<file path="config.mk">
export PLATFORM = sky130hd
export DESIGN_NAME = nibble_addsub_seq_flat
export DESIGN_NICKNAME = d
export VERILOG_FILES = /design/src/rtl/nibble_addsub_seq_if.sv /design/src/rtl/nibble_addsub_seq.sv /design/src/flat_wrapper.sv
export SDC_FILE = /design/constraint.sdc
export NUM_CORES = 1
export LEC_CHECK = 0
export CAP_MARGIN = 20
export CORE_MARGIN = 1.5
export CORE_UTILIZATION = 52
export DETAILED_ROUTE_END_ITERATION = 7
export PLACE_DENSITY_LB_ADDON = 0.05
export SYNTH_ARGS = -nofsm -noshare
export SYNTH_HDL_FRONTEND = slang
export SYNTH_SLANG_ARGS = --single-unit
</file>
<file path="constraint.sdc">
create_clock -name clk -period 2.9 [get_ports clk]
set_input_delay 0.435 -clock clk [delete_from_list [all_inputs] [get_ports clk]]
set_output_delay 0.435 -clock clk [all_outputs]
set_load 0.005 [all_outputs]
</file>
<file path="src/rtl/nibble_addsub_seq_if.sv">
// Handshake and operand/result bundle for the nibble-serial add/sub unit.
// The master drives requests; the slave (the unit) returns status and results.
interface nibble_addsub_seq_if #(
    parameter int WIDTH = 16
);
    logic             start;
    logic             sub;
    logic [WIDTH-1:0] A;
    logic [WIDTH-1:0] B;
    logic             flush;
    logic             ready;
    logic             done;
    logic [WIDTH-1:0] Sum;
    logic             Cout;
    logic             Ovfl;
    logic             Z;
    logic             N;

    modport master (
        output start, sub, A, B, flush,
        input  ready, done, Sum, Cout, Ovfl, Z, N
    );

    modport slave (
        input  start, sub, A, B, flush,
        output ready, done, Sum, Cout, Ovfl, Z, N
    );
endinterface

</file>
<file path="src/rtl/nibble_addsub_seq.sv">
// Multi-cycle WIDTH-bit add/subtract built around one shared 4-bit CLA slice.
// Optional saturation on signed overflow is enabled by defining NIBBLE_ADDSUB_SAT_EN.
//
// state  | meaning
// IDLE   | ready for a new request, results held
// RUN    | one nibble per clock, LSB first, carry held in carry_q
// DONE   | one-cycle done pulse, new results visible
module nibble_addsub_seq #(
    parameter int WIDTH = 16
) (
    input  logic                clk,
    input  logic                rst_n,
    nibble_addsub_seq_if.slave  bus
);
    localparam int NIB   = WIDTH / 4;
    localparam int CNT_W = (NIB > 1) ? $clog2(NIB) : 1;
    localparam int SH_W  = CNT_W + 2;

    typedef enum logic [1:0] {
        S_IDLE = 2'd0,
        S_RUN  = 2'd1,
        S_DONE = 2'd2
    } state_t;

    state_t             state_q, state_d;
    logic [WIDTH-1:0]   a_q, a_d;
    logic [WIDTH-1:0]   beff_q, beff_d;
    logic [WIDTH-1:0]   shadow_q, shadow_d;
    logic [CNT_W-1:0]   cnt_q, cnt_d;
    logic               carry_q, carry_d;
    logic [WIDTH-1:0]   sum_q, sum_d;
    logic               cout_q, cout_d;
    logic               ovfl_q, ovfl_d;
    logic               z_q, z_d;
    logic               n_q, n_d;

    logic [SH_W-1:0]    sh;
    logic [3:0]         a_nib, b_nib, g, p, slice_sum;
    logic [4:0]         c;
    logic [WIDTH-1:0]   raw_res, final_res;
    logic               ovf;

    // Shared carry-lookahead slice operating on the nibble selected by cnt_q.
    always_comb begin
        sh    = {cnt_q, 2'b00};
        a_nib = 4'(a_q >> sh);
        b_nib = 4'(beff_q >> sh);
        g     = a_nib & b_nib;
        p     = a_nib ^ b_nib;
        c[0]  = carry_q;
        c[1]  = g[0] | (p[0] & c[0]);
        c[2]  = g[1] | (p[1] & g[0]) | (p[1] & p[0] & c[0]);
        c[3]  = g[2] | (p[2] & g[1]) | (p[2] & p[1] & g[0])
              | (p[2] & p[1] & p[0] & c[0]);
        c[4]  = g[3] | (p[3] & g[2]) | (p[3] & p[2] & g[1])
              | (p[3] & p[2] & p[1] & g[0])
              | (p[3] & p[2] & p[1] & p[0] & c[0]);
        slice_sum = p ^ c[3:0];
    end

    // Only meaningful on the final nibble, where slice_sum is the MSB nibble.
    always_comb begin
        raw_res = {slice_sum, shadow_q[WIDTH-5:0]};
        ovf     = ~(a_q[WIDTH-1] ^ beff_q[WIDTH-1]) & (a_q[WIDTH-1] ^ slice_sum[3]);
`ifdef NIBBLE_ADDSUB_SAT_EN
        if (ovf) begin
            final_res = a_q[WIDTH-1] ? {1'b1, {(WIDTH-1){1'b0}}}
                                     : {1'b0, {(WIDTH-1){1'b1}}};
        end else begin
            final_res = raw_res;
        end
`else
        final_res = raw_res;
`endif
    end

    always_comb begin
        state_d  = state_q;
        a_d      = a_q;
        beff_d   = beff_q;
        shadow_d = shadow_q;
        cnt_d    = cnt_q;
        carry_d  = carry_q;
        sum_d    = sum_q;
        cout_d   = cout_q;
        ovfl_d   = ovfl_q;
        z_d      = z_q;
        n_d      = n_q;

        case (state_q)
            S_IDLE: begin
                if (bus.start) begin
                    a_d      = bus.A;
                    beff_d   = bus.sub ? ~bus.B : bus.B;
                    carry_d  = bus.sub;
                    cnt_d    = '0;
                    shadow_d = '0;
                    state_d  = S_RUN;
                end
            end
            S_RUN: begin
                if (bus.flush) begin
                    shadow_d = '0;
                    cnt_d    = '0;
                    carry_d  = 1'b0;
                    state_d  = S_IDLE;
                end else begin
                    shadow_d = (shadow_q & ~(WIDTH'(4'hF) << sh))
                             | (WIDTH'(slice_sum) << sh);
                    carry_d  = c[4];
                    cnt_d    = cnt_q + CNT_W'(1);
                    if (cnt_q == CNT_W'(NIB - 1)) begin
                        sum_d   = final_res;
                        cout_d  = c[4];
                        ovfl_d  = ovf;
                        z_d     = (final_res == '0);
                        n_d     = final_res[WIDTH-1];
                        cnt_d   = '0;
                        state_d = S_DONE;
                    end
                end
            end
            S_DONE: begin
                state_d = S_IDLE;
            end
            default: begin
                state_d = S_IDLE;
            end
        endcase
    end

    always_ff @(posedge clk or negedge rst_n) begin
        if (!rst_n) begin
            state_q  <= S_IDLE;
            a_q      <= '0;
            beff_q   <= '0;
            shadow_q <= '0;
            cnt_q    <= '0;
            carry_q  <= 1'b0;
            sum_q    <= '0;
            cout_q   <= 1'b0;
            ovfl_q   <= 1'b0;
            z_q      <= 1'b0;
            n_q      <= 1'b0;
        end else begin
            state_q  <= state_d;
            a_q      <= a_d;
            beff_q   <= beff_d;
            shadow_q <= shadow_d;
            cnt_q    <= cnt_d;
            carry_q  <= carry_d;
            sum_q    <= sum_d;
            cout_q   <= cout_d;
            ovfl_q   <= ovfl_d;
            z_q      <= z_d;
            n_q      <= n_d;
        end
    end

    assign bus.ready = (state_q == S_IDLE);
    assign bus.done  = (state_q == S_DONE);
    assign bus.Sum   = sum_q;
    assign bus.Cout  = cout_q;
    assign bus.Ovfl  = ovfl_q;
    assign bus.Z     = z_q;
    assign bus.N     = n_q;
endmodule

</file>
<file path="src/flat_wrapper.sv">
// flat-port wrapper written by rule: the top's interface ports become plain ports
module nibble_addsub_seq_flat 
#(
    parameter int WIDTH = 16
)
  (clk, rst_n, bus_start, bus_sub, bus_A, bus_B, bus_flush, bus_ready, bus_done, bus_Sum, bus_Cout, bus_Ovfl, bus_Z, bus_N);
  nibble_addsub_seq_if #(.WIDTH(WIDTH)) bus_i ();
  input  logic clk;
  input  logic rst_n;
  input wire logic [$bits(bus_i.start)-1:0] bus_start;
  input wire logic [$bits(bus_i.sub)-1:0] bus_sub;
  input wire logic [$bits(bus_i.A)-1:0] bus_A;
  input wire logic [$bits(bus_i.B)-1:0] bus_B;
  input wire logic [$bits(bus_i.flush)-1:0] bus_flush;
  output wire logic [$bits(bus_i.ready)-1:0] bus_ready;
  output wire logic [$bits(bus_i.done)-1:0] bus_done;
  output wire logic [$bits(bus_i.Sum)-1:0] bus_Sum;
  output wire logic [$bits(bus_i.Cout)-1:0] bus_Cout;
  output wire logic [$bits(bus_i.Ovfl)-1:0] bus_Ovfl;
  output wire logic [$bits(bus_i.Z)-1:0] bus_Z;
  output wire logic [$bits(bus_i.N)-1:0] bus_N;
  assign bus_i.start = bus_start;
  assign bus_i.sub = bus_sub;
  assign bus_i.A = bus_A;
  assign bus_i.B = bus_B;
  assign bus_i.flush = bus_flush;
  assign bus_ready = bus_i.ready;
  assign bus_done = bus_i.done;
  assign bus_Sum = bus_i.Sum;
  assign bus_Cout = bus_i.Cout;
  assign bus_Ovfl = bus_i.Ovfl;
  assign bus_Z = bus_i.Z;
  assign bus_N = bus_i.N;
  nibble_addsub_seq #(.WIDTH(WIDTH)) u_core (.clk(clk), .rst_n(rst_n), .bus(bus_i));
endmodule
</file>
# ---- Word level (Yosys, flattened, before mapping)
# Index checks and enable logic that the tools add are counted.
dict set report word_totals {
  inputBits 37
  elab_cells 81
  ff_bits 73
}
dict set report classes {
  reduce_logical 7
  n_mux 15
  shifts 4
  eq_ne 5
  bitwise 38
  n_addsub 1
}
# op count
set op_table {}
lappend op_table {{$mux W16} 3}
lappend op_table {{$not A16 Y16} 2}
lappend op_table {{$pmux W16 S2} 1}
lappend op_table {{$shr A16 B4 Y4} 2}
lappend op_table {{$and A1 B1 Y1} 17}
lappend op_table {{$and A16 B16 Y16} 1}
lappend op_table {{$logic_not A16 Y1} 1}
lappend op_table {{$or A16 B16 Y16} 1}
lappend op_table {{$shl A4 B4 Y16} 1}
lappend op_table {{$shl A4 B4 Y16 const A} 1}
lappend op_table {{$mux W2} 6}
lappend op_table {{$or A1 B1 Y1} 10}
lappend op_table {{$pmux W2 S2} 2}
lappend op_table {{$xor A4 B4 Y4} 2}
lappend op_table {{$reduce_and A2 Y1} 3}
lappend op_table {{$and A4 B4 Y4} 1}
lappend op_table {{$eq A2 B2 Y1 const B} 2}
lappend op_table {{$ne A3 B2 Y1 const B} 1}
lappend op_table {{$reduce_and A3 Y1} 1}
lappend op_table {{$add A2 B1 Y2 const B} 1}
lappend op_table {{$eq A2 B1 Y1 const B} 1}
lappend op_table {{$logic_not A2 Y1} 1}
lappend op_table {{$mux W1} 2}
lappend op_table {{$ne A2 B2 Y1 const B} 1}
lappend op_table {{other kinds (4)} 6}

# ---- Longest topological paths before layout
# Gate-level depths: netlist of run 1.
dict set report depth {
  depth_word 11
  mapped_depth 8
}

# ---- Worst setup path before layout of run 1
# Ideal clock, no wire load.
dict set report synth_timing {
  kind {register to register}
  startpoint {register u_core.cnt_q[0]}
  endpoint {register u_core.z_q (netlist: u_core.bus.Z)}
  setup_slack_ns 0.295
  period_less_slack_ns 2.605
  path_stages_with_launch 9
  path_buffers 2
  t_arrival_ns 2.502
  cell_sequence {dfrtp_1 > buf_2 > buf_2 > mux4_2 > ha_1 > a41oi_1 > o21ai_2 > xor2_2 > o41ai_2}
}
dict set report synth_between {
  elab_chain_len 8
  word_cells_on_any_way 23
  classes_between {eq/ne: 1; shift: 2; bitwise: 18; reduce/logical: 2}
}
# item line
set synth_rtl {}
lappend synth_rtl {{start, declared} nibble_addsub_seq.sv:29} ;# logic [CNT_W-1:0] cnt_q, cnt_d;
lappend synth_rtl {{start signal, assigned} nibble_addsub_seq.sv:150} ;# cnt_q <= cnt_d;
lappend synth_rtl {{$shr A16 B4 Y4 (on tied branches)} {nibble_addsub_seq.sv:46, nibble_addsub_seq.sv:47}}
lappend synth_rtl {{$xor A4 B4 Y4 or $and A4 B4 Y4 (tied branches)} {nibble_addsub_seq.sv:49, nibble_addsub_seq.sv:48}}
lappend synth_rtl {{$and A1 B1 Y1 (on tied branches)} {nibble_addsub_seq.sv:53, nibble_addsub_seq.sv:54}}
lappend synth_rtl {{$or A1 B1 Y1 (tied with other cells)} nibble_addsub_seq.sv:53} ;# c[3] = g[2] | (p[2] & g[1]) | (p[2] & p[1] & g[0])
lappend synth_rtl {{$or A1 B1 Y1 or $and A1 B1 Y1 (tied branches)} {nibble_addsub_seq.sv:53, nibble_addsub_seq.sv:54}}
lappend synth_rtl {{$or A1 B1 Y1} nibble_addsub_seq.sv:54} ;# | (p[2] & p[1] & p[0] & c[0]);
lappend synth_rtl {{$xor A4 B4 Y4} nibble_addsub_seq.sv:58} ;# slice_sum = p ^ c[3:0];
lappend synth_rtl {{$logic_not A16 Y1} nibble_addsub_seq.sv:116} ;# z_d = (final_res == '0);
lappend synth_rtl {{end signal, assigned} nibble_addsub_seq.sv:155} ;# z_q <= z_d;
lappend synth_rtl {{end, declared} nibble_addsub_seq.sv:34} ;# logic z_q, z_d;
# Several ways; a longest one is shown, not always the timed one.
# A chain may end at the register's enable or synchronous reset.

# ---- Worst setup path in the final report of run 1
# Ends and elaborated chain as after synthesis.

==> results of run 1 <==
## power groups by stage
stage	logic [mW]	clock network (mW)	registers (mW)
after detailed placement	1.14	0	1.35
after global placement	1.12	0	1.35
after floorplan	0.821	0	1.28
after global routing	1.28	0.810	1.37
after CTS	1.15	0.771	1.34
final	1.14	0.757	1.33
## per-stage QoR
step           instances   util  hold WS [ns]
5_1_grt              387  0.678         0.238
2_1_floorplan        249      -         0.139
3_3_place_gp         373  0.646         0.484
3_5_place_dp         373  0.646         0.486
6_report             387  0.678         0.175
4_1_cts              387  0.678         0.189
## layer usage
metal  wire [um]  vias up
li1            -     1014
met1        2660     1059
met2        3080       49
met3         192       15
met4         171        0
met5           0        -
## registers in the layout, summed over array words and instances (netlist names)
register,cells
u_core.a_q,16
u_core.beff_q,16
u_core.bus.Cout,1
u_core.bus.Ovfl,1
u_core.bus.Sum,16
u_core.bus.Z,1
u_core.carry_q,1
u_core.cnt_q,2
u_core.shadow_q,12
u_core.state_q,2
## logic make-up (layout without fill, tap and decap cells)
logic type                 count (synthesis)  count (layout)
adders and majority gates                 10              10
and+or+nand+nor                           46              46
DFF                                       68              68
muxes                                     39              39
AOI/OAI and AO/OA                         47              47
xor gates and xnor gates                  20              20
buffers and inverters                     19              82
## cell usage after synthesis, types with 3 or more instances
library cell / count
a21oi_1: 19
a22o_1: 8
a32o_1: 4
buf_2: 9
buf_6: 3
dfrtp_1: 68
ha_1: 9
inv_1: 4
mux2_2: 31
mux4_2: 8
nand2_1: 7
nor2_1: 21
nor3_2: 3
o21ai_0: 8
xnor2_1: 18
## cell type report
cell class / instances / area, um^2
Fill cell: 451 / 1920
Clock inverter: 2 / 35.0
Inverter: 4 / 15.0
Sequential cell: 68 / 1700
Timing Repair Buffer: 64 / 633
Clock buffer: 12 / 155
Multi-Input combinational cell: 162 / 1400
Tap cell: 75 / 93.8
## final timing paths
| kind | start | end | slack, ns | cells past startpoint |
|---|---|---|---|---|
| hold reg to reg | u_core.bus.Cout | u_core.bus.Cout | 0.50 | 2 |
| max in group asynchronous | rst_n | u_core.cnt_q[0] | 2.08 | 2 |
| min in group clk | u_core.bus.Cout | u_core.bus.Cout | 0.50 | 2 |
| hold / removal | rst_n | u_core.bus.Sum[7] | 0.17 | 1 |
| setup reg to reg | u_core.cnt_q[0] | u_core.bus.Z | 0.33 | 6 |
| setup / recovery | u_core.cnt_q[0] | u_core.bus.Z | 0.33 | 6 |
## worst max-delay path, delay by kind of cell, from the launching register on
kind | cells | cell delay (ns)
mux | 1 | 0.57
compound gates | 3 | 0.68
xor+xnor | 1 | 0.19
fa+ha+maj | 1 | 0.39
flops | 1 | 0.63
==> results.sh, run 1 <==
export IMPL_synthArstFlopShare=1.00
export IMPL_drcViolationCount=0
export IMPL_rows=28
export IMPL_synth_top_family_by_area="multiplexers"
export IMPL_avgViaCountPerCell=5.52
export IMPL_muxShareOfSynthArea=0.165
export IMPL_synth_xor_area_share=0.0569
export IMPL_core_area_um2=5960
export IMPL_synth_top_cell_by_area="dfrtp_1"
export IMPL_grt_max_degree=36
export IMPL_power_frac_seq=0.413
export IMPL_synth_edf_count=0
export IMPL_drive_above_1_share=0.221
export IMPL_cts_repair_resized=0
export IMPL_synth_cell_types=42
export IMPL_critPathKind="register to register"
export IMPL_antenna_left=0
export IMPL_cts_clk_slew_worst_paths_ns=0.07
export IMPL_synth_adder_area_share=0.0413
export IMPL_period_needed_ns=2.57
export IMPL_busiest_layer="met2"
export IMPL_ys_seq_area_frac=0.530
export IMPL_drtIter0Drc=115
export IMPL_synth_seq_cells=68
export IMPL_start_util=0.539
export IMPL_arrival_ns=2.81
export IMPL_die_w_um=81.6
export IMPL_pwr_share_comb=0.353
export IMPL_cpMaxStageDelayCell="dfrtp_1"
export IMPL_drt_pass1_iterations=4
export IMPL_p_int_mw=2.17
export IMPL_placed_cell_area_um2=3840
export IMPL_vias=2137
export IMPL_grt_pass1_vias=2247
export IMPL_insertion_delay_ns=0.34
export IMPL_clock_sinks=68
export IMPL_syn2layout_area_growth_pct=25.7
export IMPL_path_max_fanout=9
export IMPL_htree_levels=3
export IMPL_portBuffers=58
export IMPL_fin_total_pwr_mw=3.23
export IMPL_post_cts_buffers=0
export IMPL_fin_crit_sh=0.886
export IMPL_antenna_found_initial=0
export IMPL_grt_met1_usage=0.272
export IMPL_wire_per_inst_um=15.8
export IMPL_yosysTopAreaCellShare=0.530
export IMPL_cts_tree="yes"
export IMPL_dieArea_um2=6650
export IMPL_syn_nets=296
export IMPL_finalWirelength_um=6100
export IMPL_worstPathRequired_ns=3.14
export IMPL_finalClockSkew_ns=0.00601
export IMPL_synth_avg_cell_area_um2=12.9
export IMPL_use_met3=0.0422
export IMPL_finalHoldViolations=0
export IMPL_worst_setup_path_start_kind="register"
export IMPL_post_dp_hpwl_um=4570
export IMPL_min_path_type="primary input to async pin"
export IMPL_synth_compound_area_frac=0.0990
export IMPL_worst_pin_slew_ns=0.878
export IMPL_final_common_cell="dfrtp_1"
export IMPL_place_ws_ns=0.276
export IMPL_die_h_um=81.6
export IMPL_clk_root_buffer_cell="clkbuf_8"
export IMPL_gr_total_overflow=0
export IMPL_synthSimpleGateAreaFrac=0.0740
export IMPL_fmax_ghz=0.389
export IMPL_rsz0062_at_grt="no"
export IMPL_outcome="finished clean"
export IMPL_diodes=0
export IMPL_clk_path_buf_depth=2
export IMPL_vdd_drop_max_uv=397
export IMPL_p_switching_mw=1.06
export IMPL_relSlewSlack=0.413
export IMPL_cap_viol_max_count=0
export IMPL_grt_use_total=0.220
export IMPL_leakage_nw=1.73
export IMPL_worst_slack_ns=0.331
export IMPL_yosys_warnings=0
export IMPL_use_met2=0.364
export IMPL_report_final_slew_viol_count=0
export IMPL_place_congestion=0.812
export IMPL_synthTopCellsByArea="dfrtp_1 (53%), mux2_2 (11%), mux4_2 (5.6%)"
export IMPL_final_setup_viol_count=0
export IMPL_holdBufCountCts=0
export IMPL_grt_pass1_wl_um=10600
export IMPL_p_sw_frac=0.328
export IMPL_final_area_um2=4040
export IMPL_max_stage_delay_ns=0.63
export IMPL_io_pins=59
export IMPL_finalSetupTns_ns=0
export IMPL_final_cell_mix="dfrtp_1 (68), clkdlybuf4s50_1 (57), mux2_2 (31), nor2_1 (21), a21oi_1 (19)"
export IMPL_crit_chain="mux4_2 -> ha_1 -> a41oi_1 -> o21ai_2 -> xor2_2 -> o41ai_2"
export IMPL_netlist_area_um2=3210
export IMPL_final_nets=356
export IMPL_cp_end_kind="register"
export IMPL_yosys_most_used_dff="dfrtp_1"
export IMPL_pwr_share_clk=0.235
export IMPL_postSynthCellCount=249
export IMPL_cts_made_buffers=9
export IMPL_cellPowerDensity_nw_per_um2=800
(Power assumes the default switching activity.)
==> run 2: changes to the inputs <==
--- a/config.mk
+++ b/config.mk
@@ -8,8 +8,9 @@
 export CAP_MARGIN = 20
 export CORE_MARGIN = 1.5
 export CORE_UTILIZATION = 52
+export CTS_CLUSTER_DIAMETER = 30
 export DETAILED_ROUTE_END_ITERATION = 7
-export PLACE_DENSITY_LB_ADDON = 0.05
+export PLACE_DENSITY = 0.89
 export SYNTH_ARGS = -nofsm -noshare
 export SYNTH_HDL_FRONTEND = slang
 export SYNTH_SLANG_ARGS = --single-unit
==> run 2 against run 1 <==
Clock power up 14%; worst hold slack better by 0.0077 ns; wire length up 4.0%; critical path depth unchanged; register-to-register slack about the same; critical endpoint unchanged.
==> results.sh, run 2 (same netlist as run 1, synthesis figures left out) <==
export IMPL_dieArea_um2=6650
export IMPL_clk_root_buffer_cell="clkbuf_8"
export IMPL_critPathKind="register to register"
export IMPL_cts_tree="yes"
export IMPL_drive_above_1_share=0.229
export IMPL_cellPowerDensity_nw_per_um2=830
export IMPL_finalWirelength_um=6340
export IMPL_io_pins=59
export IMPL_drtIter0Drc=167
export IMPL_worst_slack_ns=0.320
export IMPL_start_util=0.539
export IMPL_worstPathRequired_ns=3.14
export IMPL_drcViolationCount=0
export IMPL_final_cell_mix="dfrtp_1 (68), clkdlybuf4s50_1 (57), mux2_2 (31), nor2_1 (21), a21oi_1 (19)"
export IMPL_avgViaCountPerCell=5.60
export IMPL_holdBufCountCts=0
export IMPL_clock_sinks=68
export IMPL_ff2ff_path_depth=6
export IMPL_antenna_left=0
export IMPL_relSlewSlack=0.410
export IMPL_rows=28
export IMPL_fin_crit_sh=0.890
export IMPL_utilization=0.681
export IMPL_multi_input_area_um2=1400
export IMPL_post_cts_buffers=0
export IMPL_report_final_slew_viol_count=0
export IMPL_final_nets=356
export IMPL_portBuffers=58
export IMPL_num_fill_cells=452
export IMPL_cts_clk_slew_worst_paths_ns=0.08
export IMPL_vdd_drop_max_uv=453
export IMPL_cp_end_kind="register"
export IMPL_final_setup_viol_count=0
export IMPL_drt_pass1_iterations=4
export IMPL_place_congestion=0.847
export IMPL_cap_viol_max_count=0
export IMPL_grt_pass1_vias=2251
export IMPL_finalClockSkew_ns=0.00679
export IMPL_gr_total_overflow=0
export IMPL_place_ws_ns=0.328
export IMPL_die_w_um=81.6
export IMPL_period_needed_ns=2.58
export IMPL_final_common_cell="dfrtp_1"
export IMPL_cts_repair_resized=0
export IMPL_diodes=0
export IMPL_grt_max_degree=40
export IMPL_core_area_um2=5960
export IMPL_crit_chain="mux4_2 -> ha_1 -> a41oi_1 -> o21ai_2 -> xor2_2 -> o41ai_2"
export IMPL_grt_pass1_wl_um=11000
export IMPL_vias=2177
export IMPL_wire_per_inst_um=16.3
export IMPL_arrival_ns=2.82
export IMPL_worst_pin_slew_ns=0.883
export IMPL_insertion_delay_ns=0.34
export IMPL_post_dp_hpwl_um=4660
export IMPL_rsz0062_at_grt="no"
export IMPL_cts_made_buffers=9
export IMPL_finalHoldViolations=0
export IMPL_max_stage_delay_ns=0.58
export IMPL_syn2layout_area_growth_pct=26.3
export IMPL_fmax_ghz=0.388
export IMPL_clk_path_buf_depth=2
export IMPL_finalSetupTns_ns=0
export IMPL_worst_setup_path_start_kind="register"
export IMPL_seqCellArea_um2=1700
export IMPL_min_path_type="primary input to async pin"
export IMPL_leakage_nw=1.74
export IMPL_path_max_fanout=7
export IMPL_antenna_found_initial=0
export IMPL_outcome="finished clean"
export IMPL_htree_levels=3
export IMPL_cpMaxStageDelayCell="dfrtp_1"
export IMPL_grt_use_total=0.223
export IMPL_die_h_um=81.6
## run 2: cell type report
class                      instances  share of cell area
inverter                           4             0.00370
tap                               75              0.0231
timing repair buffer              64               0.153
multi-input combinational        162               0.346
clock inverter                     7              0.0244
clock buffer                       9              0.0305
sequential                        68               0.420
## run 2: final timing paths
kind,start,endpoint,slack (ns)
max,u_core.cnt_q[0],u_core.bus.Z,0.32
min,rst_n,u_core.bus.Sum[3],0.18
max reg2reg,u_core.cnt_q[0],u_core.bus.Z,0.32
min reg2reg,u_core.bus.Sum[13],u_core.bus.Sum[13],0.49
max in group asynchronous,rst_n,u_core.a_q[5],1.96
min in group clk,u_core.bus.Sum[13],u_core.bus.Sum[13],0.49
## run 2: report_power, final
group | total (mW) | switching (mW) | internal (mW)
logic | 1.16 | 0.594 | 0.570
clock network | 0.866 | 0.378 | 0.488
registers | 1.34 | 0.175 | 1.16
## run 2: stage by stage
step                cell area (um^2)  power, mW  instances  hold slack [ns]
global route                    4060       3.57        389            0.233
floorplan                       3210       2.10        249            0.139
global placement                3830       2.43        373            0.468
CTS                             4060       3.37        389            0.211
finish                          4060       3.37        389            0.183
detailed placement              3830       2.51        373            0.473
## run 2: per-layer routing
layer / vias up / wire [um] / part of all wire / track usage
met5: - / 0 / 0 / 0
met4: 0 / 65 / 0.010 / 0.0746
met3: 8 / 322 / 0.051 / 0.0578
met2: 84 / 3140 / 0.49 / 0.353
met1: 1078 / 2820 / 0.44 / 0.302
li1: 1007 / - / - / -
## run 2: worst max-delay path: cells and delay by family (launching register included)
kind            cells  cell delay [ns]
fa+ha+maj           1             0.39
xor+xnor            1             0.20
compound gates      3             0.75
mux                 1             0.56
flops               1             0.58
